$ cat src/rtl/mdu_ctrl.sv
// HI/LO owner and sequencer for the serial 32x32 multiplier: launches multiplies,
// stalls execute while a product is pending, and handles flush and watchdog abort.
module mdu_ctrl #(
    parameter int unsigned TIMEOUT = 64,
    parameter int unsigned CW      = 7
) (
    input  logic        clk,
    input  logic        rst,
    input  logic        md_req,
    input  logic [1:0]  md_op,
    input  logic [31:0] rs_val,
    input  logic [31:0] rt_val,
    input  logic        mf_req,
    input  logic        mf_sel,
    input  logic        flush,
    output logic [31:0] mf_data,
    output logic        stall,
    output logic        busy,
    output logic        err,
    output logic        mst,
    output logic        msgn,
    output logic [31:0] a,
    output logic [31:0] b,
    input  logic [63:0] prod,
    input  logic        prodv
);

    typedef enum logic [1:0] {
        S_IDLE  = 2'd0,
        S_START = 2'd1,
        S_BUSY  = 2'd2
    } state_t;

    localparam logic [CW-1:0] CNT_LAST = CW'(TIMEOUT - 1);

    state_t        state_q;
    logic [31:0]   hi_q;
    logic [31:0]   lo_q;
    logic [31:0]   a_q;
    logic [31:0]   b_q;
    logic          mst_q;
    logic          msgn_q;
    logic          busy_q;
    logic          err_q;
    logic [CW-1:0] cnt_q;
    logic          accept;

    // A flush in the same cycle as an IDLE request squashes that request.
    assign accept = (state_q == S_IDLE) && md_req && !flush;

    always_ff @(posedge clk or negedge rst) begin
        if (!rst) begin
            state_q <= S_IDLE;
            hi_q    <= '0;
            lo_q    <= '0;
            a_q     <= '0;
            b_q     <= '0;
            mst_q   <= 1'b0;
            msgn_q  <= 1'b0;
            busy_q  <= 1'b0;
            err_q   <= 1'b0;
            cnt_q   <= '0;
        end else begin
            mst_q <= 1'b0;
            case (state_q)
                S_IDLE: begin
                    if (accept) begin
                        if (!md_op[1]) begin
                            a_q     <= rs_val;
                            b_q     <= rt_val;
                            msgn_q  <= ~md_op[0];
                            mst_q   <= 1'b1;
                            busy_q  <= 1'b1;
                            state_q <= S_START;
                        end else if (md_op[0]) begin
                            lo_q <= rs_val;
                        end else begin
                            hi_q <= rs_val;
                        end
                    end
                end
                S_START: begin
                    cnt_q <= '0;
                    if (flush) begin
                        busy_q  <= 1'b0;
                        state_q <= S_IDLE;
                    end else begin
                        state_q <= S_BUSY;
                    end
                end
                S_BUSY: begin
                    if (flush) begin
                        busy_q  <= 1'b0;
                        state_q <= S_IDLE;
                    end else if (prodv) begin
                        hi_q    <= prod[63:32];
                        lo_q    <= prod[31:0];
                        busy_q  <= 1'b0;
                        state_q <= S_IDLE;
                    end else if (cnt_q == CNT_LAST) begin
                        err_q   <= 1'b1;
                        busy_q  <= 1'b0;
                        state_q <= S_IDLE;
                    end else begin
                        cnt_q <= cnt_q + CW'(1);
                    end
                end
                default: begin
                    busy_q  <= 1'b0;
                    state_q <= S_IDLE;
                end
            endcase
        end
    end

    // A flush during START suppresses the already-registered start pulse.
    assign mst     = mst_q & ~flush;
    assign msgn    = msgn_q;
    assign a       = a_q;
    assign b       = b_q;
    assign busy    = busy_q;
    assign err     = err_q;
    assign stall   = (state_q != S_IDLE) && (md_req || mf_req);
    assign mf_data = mf_sel ? hi_q : lo_q;

endmodule

$ cat config.mk
export PLATFORM = sky130hd
export DESIGN_NAME = mdu_ctrl
export DESIGN_NICKNAME = d
export VERILOG_FILES = /design/src/rtl/mdu_ctrl.sv
export SDC_FILE = /design/constraint.sdc
export NUM_CORES = 1
export LEC_CHECK = 0
export BUFFER_PORTS_ARGS = -buffer_cell sky130_fd_sc_hd__buf_2
export CAP_MARGIN = 20
export CELL_PAD_IN_SITES_DETAIL_PLACEMENT = 1
export CELL_PAD_IN_SITES_GLOBAL_PLACEMENT = 1
export CORE_MARGIN = 2
export CORE_UTILIZATION = 36
export CTS_CLUSTER_DIAMETER = 40
export CTS_CLUSTER_SIZE = 8
export DETAILED_ROUTE_END_ITERATION = 8
export PLACE_DENSITY = 0.79
export SLEW_MARGIN = 20
export SYNTH_ARGS = -nofsm -noshare
export SYNTH_HDL_FRONTEND = slang
export SYNTH_SLANG_ARGS = --single-unit
$ cat constraint.sdc
create_clock -name clk -period 2.1 [get_ports clk]
set_input_delay 0.42 -clock clk [delete_from_list [all_inputs] [get_ports clk]]
set_output_delay 0.42 -clock clk [all_outputs]
set_load 0.02 [all_outputs]
==> flow_metrics.py <==
metrics = {
    "cts": {
        "cts.path.max_buffers": 2,
        "clock_pin_slew_on_the_worst_setup_and_hold_paths_ns": 0.06,
        "insertion_delay_to_the_later_sink_of_the_worst_skew_pair_ns": 0.41,
        "numClockSinks": 141,
        "cts_root_buf": "sky130_fd_sc_hd__clkbuf_16",
        "numCtsBuffers": 17,
        "cts_htree_levels": 4,
        "ctsResizeCount": 0,
        "post-cts-setup-buffer-count": 0,
        "cts_tree": "built",
    },
    "route": {
        "drt_drc_violations_left": 0,
        "finalWirelength_mm": 19.4,
        "detail-route-antenna-nets": 0,
        "drt_iter0_drc": 196,
        "drt_pass1_iterations": 4,
        "post_drt_via_cell_ratio": 4.85,
        "detail_route.wl_per_cell_um": 16.8,
        "dr_total_vias": 5594,
    },
    "logic_synthesis": {
        "ys_ff_latch": 141,
        "post_synth_num_cell_types": 33,
        "synth.area.top_cells": "sky130_fd_sc_hd__dfrtp_1 57%, sky130_fd_sc_hd__nand2_1 14%, sky130_fd_sc_hd__a21oi_1 7.7%, sky130_fd_sc_hd__mux2_2 5.8%, sky130_fd_sc_hd__nor2b_1 3.4%",
        "post_synth.cell_area_avg_um2": 9.08,
        "synth.yosys.warnings": 0,
        "mappedNetlistArea_um2": 6230,
        "ys_seq_area_share_pct": 56.6,
        "synth_largest_area_cell": "sky130_fd_sc_hd__dfrtp_1",
        "synthCells": 686,
        "syn_nets": 824,
        "share_of_the_synthesized_area_in_the_top_cell_type_pct": 56.6,
    },
    "cells_and_area": {
        "nFillCells": 2041,
        "num-nets-final": 1055,
        "final_cells": 1154,
        "final_common_cell": "sky130_fd_sc_hd__buf_2",
        "layout_common_cells": "236 x sky130_fd_sc_hd__buf_2, 234 x sky130_fd_sc_hd__nand2_1, 141 x sky130_fd_sc_hd__dfrtp_1",
        "drive_above_1_share_pct": 34.4,
        "areaGrowthSynthToFinish_pct": 33.7,
    },
    "setup_path": {
        "critPathRequiredTime_ns": 1.68,
        "regToRegEndpoint": "lo_q[22]",
        "crit_fanout": 7,
        "timing_worst_setup_path_type": "reg -> out",
        "worst_r2r_path_depth": 5,
        "worst-endpoint-arrival_ns": 1.54,
        "reg2reg_slack_ns": 0.38,
        "critical_path.startpoint_type": "flop",
        "setup.worst_path.end_class": "primary output",
        "worst_r2r_startpoint": "state_q[1]",
    },
    "power_and_ir_drop": {
        "leakage_nw": 4.36,
        "switching_power_mw": 2.78,
        "internal-power_mw": 6.00,
        "switching_power_share_of_the_total_pct": 31.6,
        "power.ir.vdd_worst_v": 0.000546,
        "power.combinational.fraction_pct": 24.3,
        "sequentialPowerShare_pct": 41.2,
        "cellPowerDensity_nw_per_um2": 1050,
        "pwr-share-clk_pct": 34.5,
    },
    "timing": {
        "layout_min_cycle_time_ns": 1.96,
        "timing.slew.headroom_pct": 73.2,
        "report.final.hold_viol_count": 0,
        "final-setup-viol-count": 0,
        "worst_slew_pin_slew_ns": 0.402,
        "skew_ns": 0.00719,
        "fmax_mhz": 510,
        "setup_ws_final_ns": 0.139,
        "finalMaxSlewViolations": 0,
        "fin_crit_share_pct": 93.4,
        "setup-tns-final_ns": 0,
        "setup_repair_after_global_routing_missed_its_margin": "false",
    },
    "grt": {
        "grt_usage_pct": 21.6,
        "antenna_violations_before_repair": 2,
        "grt_pass1_vias": 5996,
        "maximum_number_of_pins_on_one_net_before_global_route_repair": 65,
        "wire_length_of_the_first_global_routing_pass_mm": 30.7,
        "overflow": 0,
    },
    "die": {
        "die_footprint_um2": 18400,
        "core_um2": 17100,
        "initial_utilization_pct": 36.4,
        "ioPinCount": 238,
        "die_w_um": 136,
        "dieHeight_um": 136,
        "fp-row-count": 48,
    },
    "place": {
        "dp.final_hpwl_mm": 14.1,
        "gpl.final_weighted_congestion": 0.727,
        "placedCellCount": 1122,
        "place.port_buffers": 237,
        "dp_slack_ns": 0.376,
    },
    "flow_run": {
        "maxCapViolCount": 0,
    },
    "min_path": {
        "hold_depth": 3,
        "hold_end": "b[2]",
        "min-delay-path-class": "in -> reg",
        "hp-start": "rt_val[2]",
    },
    "status": {
        "run_status": "completed",
    },
}
-- worst max-delay path by stage --
| stage | start | depth (start not counted) | to | slack, ns |
|---|---|---|---|---|
| floorplan | mf_sel | 3 | mf_data[10] | 0.32 |
| global placement | mf_sel | 4 | mf_data[4] | 0.42 |
| detailed placement | flush | 5 | lo_q[15] | 0.38 |
| CTS | state_q[0] | 3 | stall | 0.1 |
| global route | state_q[0] | 3 | stall | 0.04 |
| finish | state_q[0] | 3 | stall | 0.14 |
-- sequential cells by signal (all words and copies together) (netlist names) --
name     count
hi_q        32
busy         1
msgn         1
cnt_q        7
mst_q        1
a           32
err          1
lo_q        32
state_q      2
b           32
-- worst max-delay path, stage by stage, from the launching register on --
cell,delay (ns)
sky130_fd_sc_hd__dfrtp_1,0.48
sky130_fd_sc_hd__nor2_1,0.37
sky130_fd_sc_hd__nor2_1,0.11
sky130_fd_sc_hd__buf_2,0.18
-- through the flow --
| stage | power, mW | hold slack, ns | utilization [%] | instance area (um^2) |
|---|---|---|---|---|
| 5_1_grt | 9.27 | 0.180 | 48.7 | 8330 |
| 3_5_place_dp | 5.82 | 0.358 | 45.2 | 7730 |
| 2_1_floorplan | 4.91 | 0.124 | - | 6230 |
| 6_report | 8.77 | 0.195 | 48.7 | 8330 |
| 3_3_place_gp | 5.73 | 0.357 | 45.2 | 7730 |
| 4_1_cts | 8.90 | 0.174 | 48.7 | 8330 |
-- cell usage after synthesis --
master	n
sky130_fd_sc_hd__nand2_1	235
sky130_fd_sc_hd__dfrtp_1	141
sky130_fd_sc_hd__a21oi_1	96
sky130_fd_sc_hd__nor2_1	37
sky130_fd_sc_hd__nor2b_1	34
sky130_fd_sc_hd__mux2_2	32
sky130_fd_sc_hd__buf_2	26
sky130_fd_sc_hd__o21ai_0	26
sky130_fd_sc_hd__clkbuf_1	11
sky130_fd_sc_hd__o21ai_1	10
sky130_fd_sc_hd__inv_1	6
sky130_fd_sc_hd__buf_1	4
sky130_fd_sc_hd__mux2i_1	3
sky130_fd_sc_hd__nand2b_1	3
sky130_fd_sc_hd__a31oi_1	2
sky130_fd_sc_hd__nand3b_1	2
sky130_fd_sc_hd__nand4_1	2
sky130_fd_sc_hd__a21o_1	1
sky130_fd_sc_hd__a221o_1	1
sky130_fd_sc_hd__a221oi_4	1
sky130_fd_sc_hd__a2bb2oi_1	1
sky130_fd_sc_hd__a41oi_1	1
sky130_fd_sc_hd__and2_1	1
sky130_fd_sc_hd__and3_1	1
sky130_fd_sc_hd__clkbuf_2	1
sky130_fd_sc_hd__ha_1	1
sky130_fd_sc_hd__nor3b_1	1
sky130_fd_sc_hd__nor4b_2	1
sky130_fd_sc_hd__o211ai_1	1
sky130_fd_sc_hd__o21a_1	1
sky130_fd_sc_hd__o21bai_1	1
sky130_fd_sc_hd__or2_1	1
sky130_fd_sc_hd__xnor2_1	1
-- layout make-up --
class | count | area [um^2] | share of cell area, %
clock inverters | 10 | 143 | 1.71
multi-input cells | 497 | 2500 | 30.0
well taps | 225 | 282 | 3.38
flip-flops and latches | 141 | 3530 | 42.3
repair buffers | 254 | 1410 | 16.9
diodes | 2 | 5.00 | 0.0601
clock buffers | 19 | 443 | 5.31
inverters | 6 | 22.5 | 0.270
-- repair_timing --
action,CTS,global route
endpoints found under the setup margin,0,0
hold endpoints to repair,36,0
hold buffers,1,0
-- cells by family after synthesis --
kind of cell | synth area share (%)
AND/OR/NAND/NOR | 21.2
AO/OA/AOI/OAI | 12.1
flip-flops | 56.6
buffers and inverters | 3.43
multiplexers | 6.26
XOR/XNOR | 0.141
adder cells (fa/ha/maj) | 0.201
-- per-layer routing --
| layer | track usage [%] | routed length (um) | vias up |
|---|---|---|---|
| met2 | 35.0 | 9120 | 181 |
| met5 | 0 | 0 | - |
| met1 | 27.1 | 8430 | 2692 |
| met3 | 8.01 | 1550 | 18 |
| met4 | 6.25 | 298 | 0 |
| li1 | - | - | 2703 |
-- power by group through the flow --
stage | logic [mW] | clock network [mW] | registers [mW]
finish | 2.13 | 3.03 | 3.61
global route | 2.36 | 3.21 | 3.69
CTS | 2.18 | 3.11 | 3.62
detailed placement | 2.17 | 0 | 3.65
global placement | 2.09 | 0 | 3.64
floorplan | 1.03 | 0 | 3.87
Power figures use the tool's default switching activity.
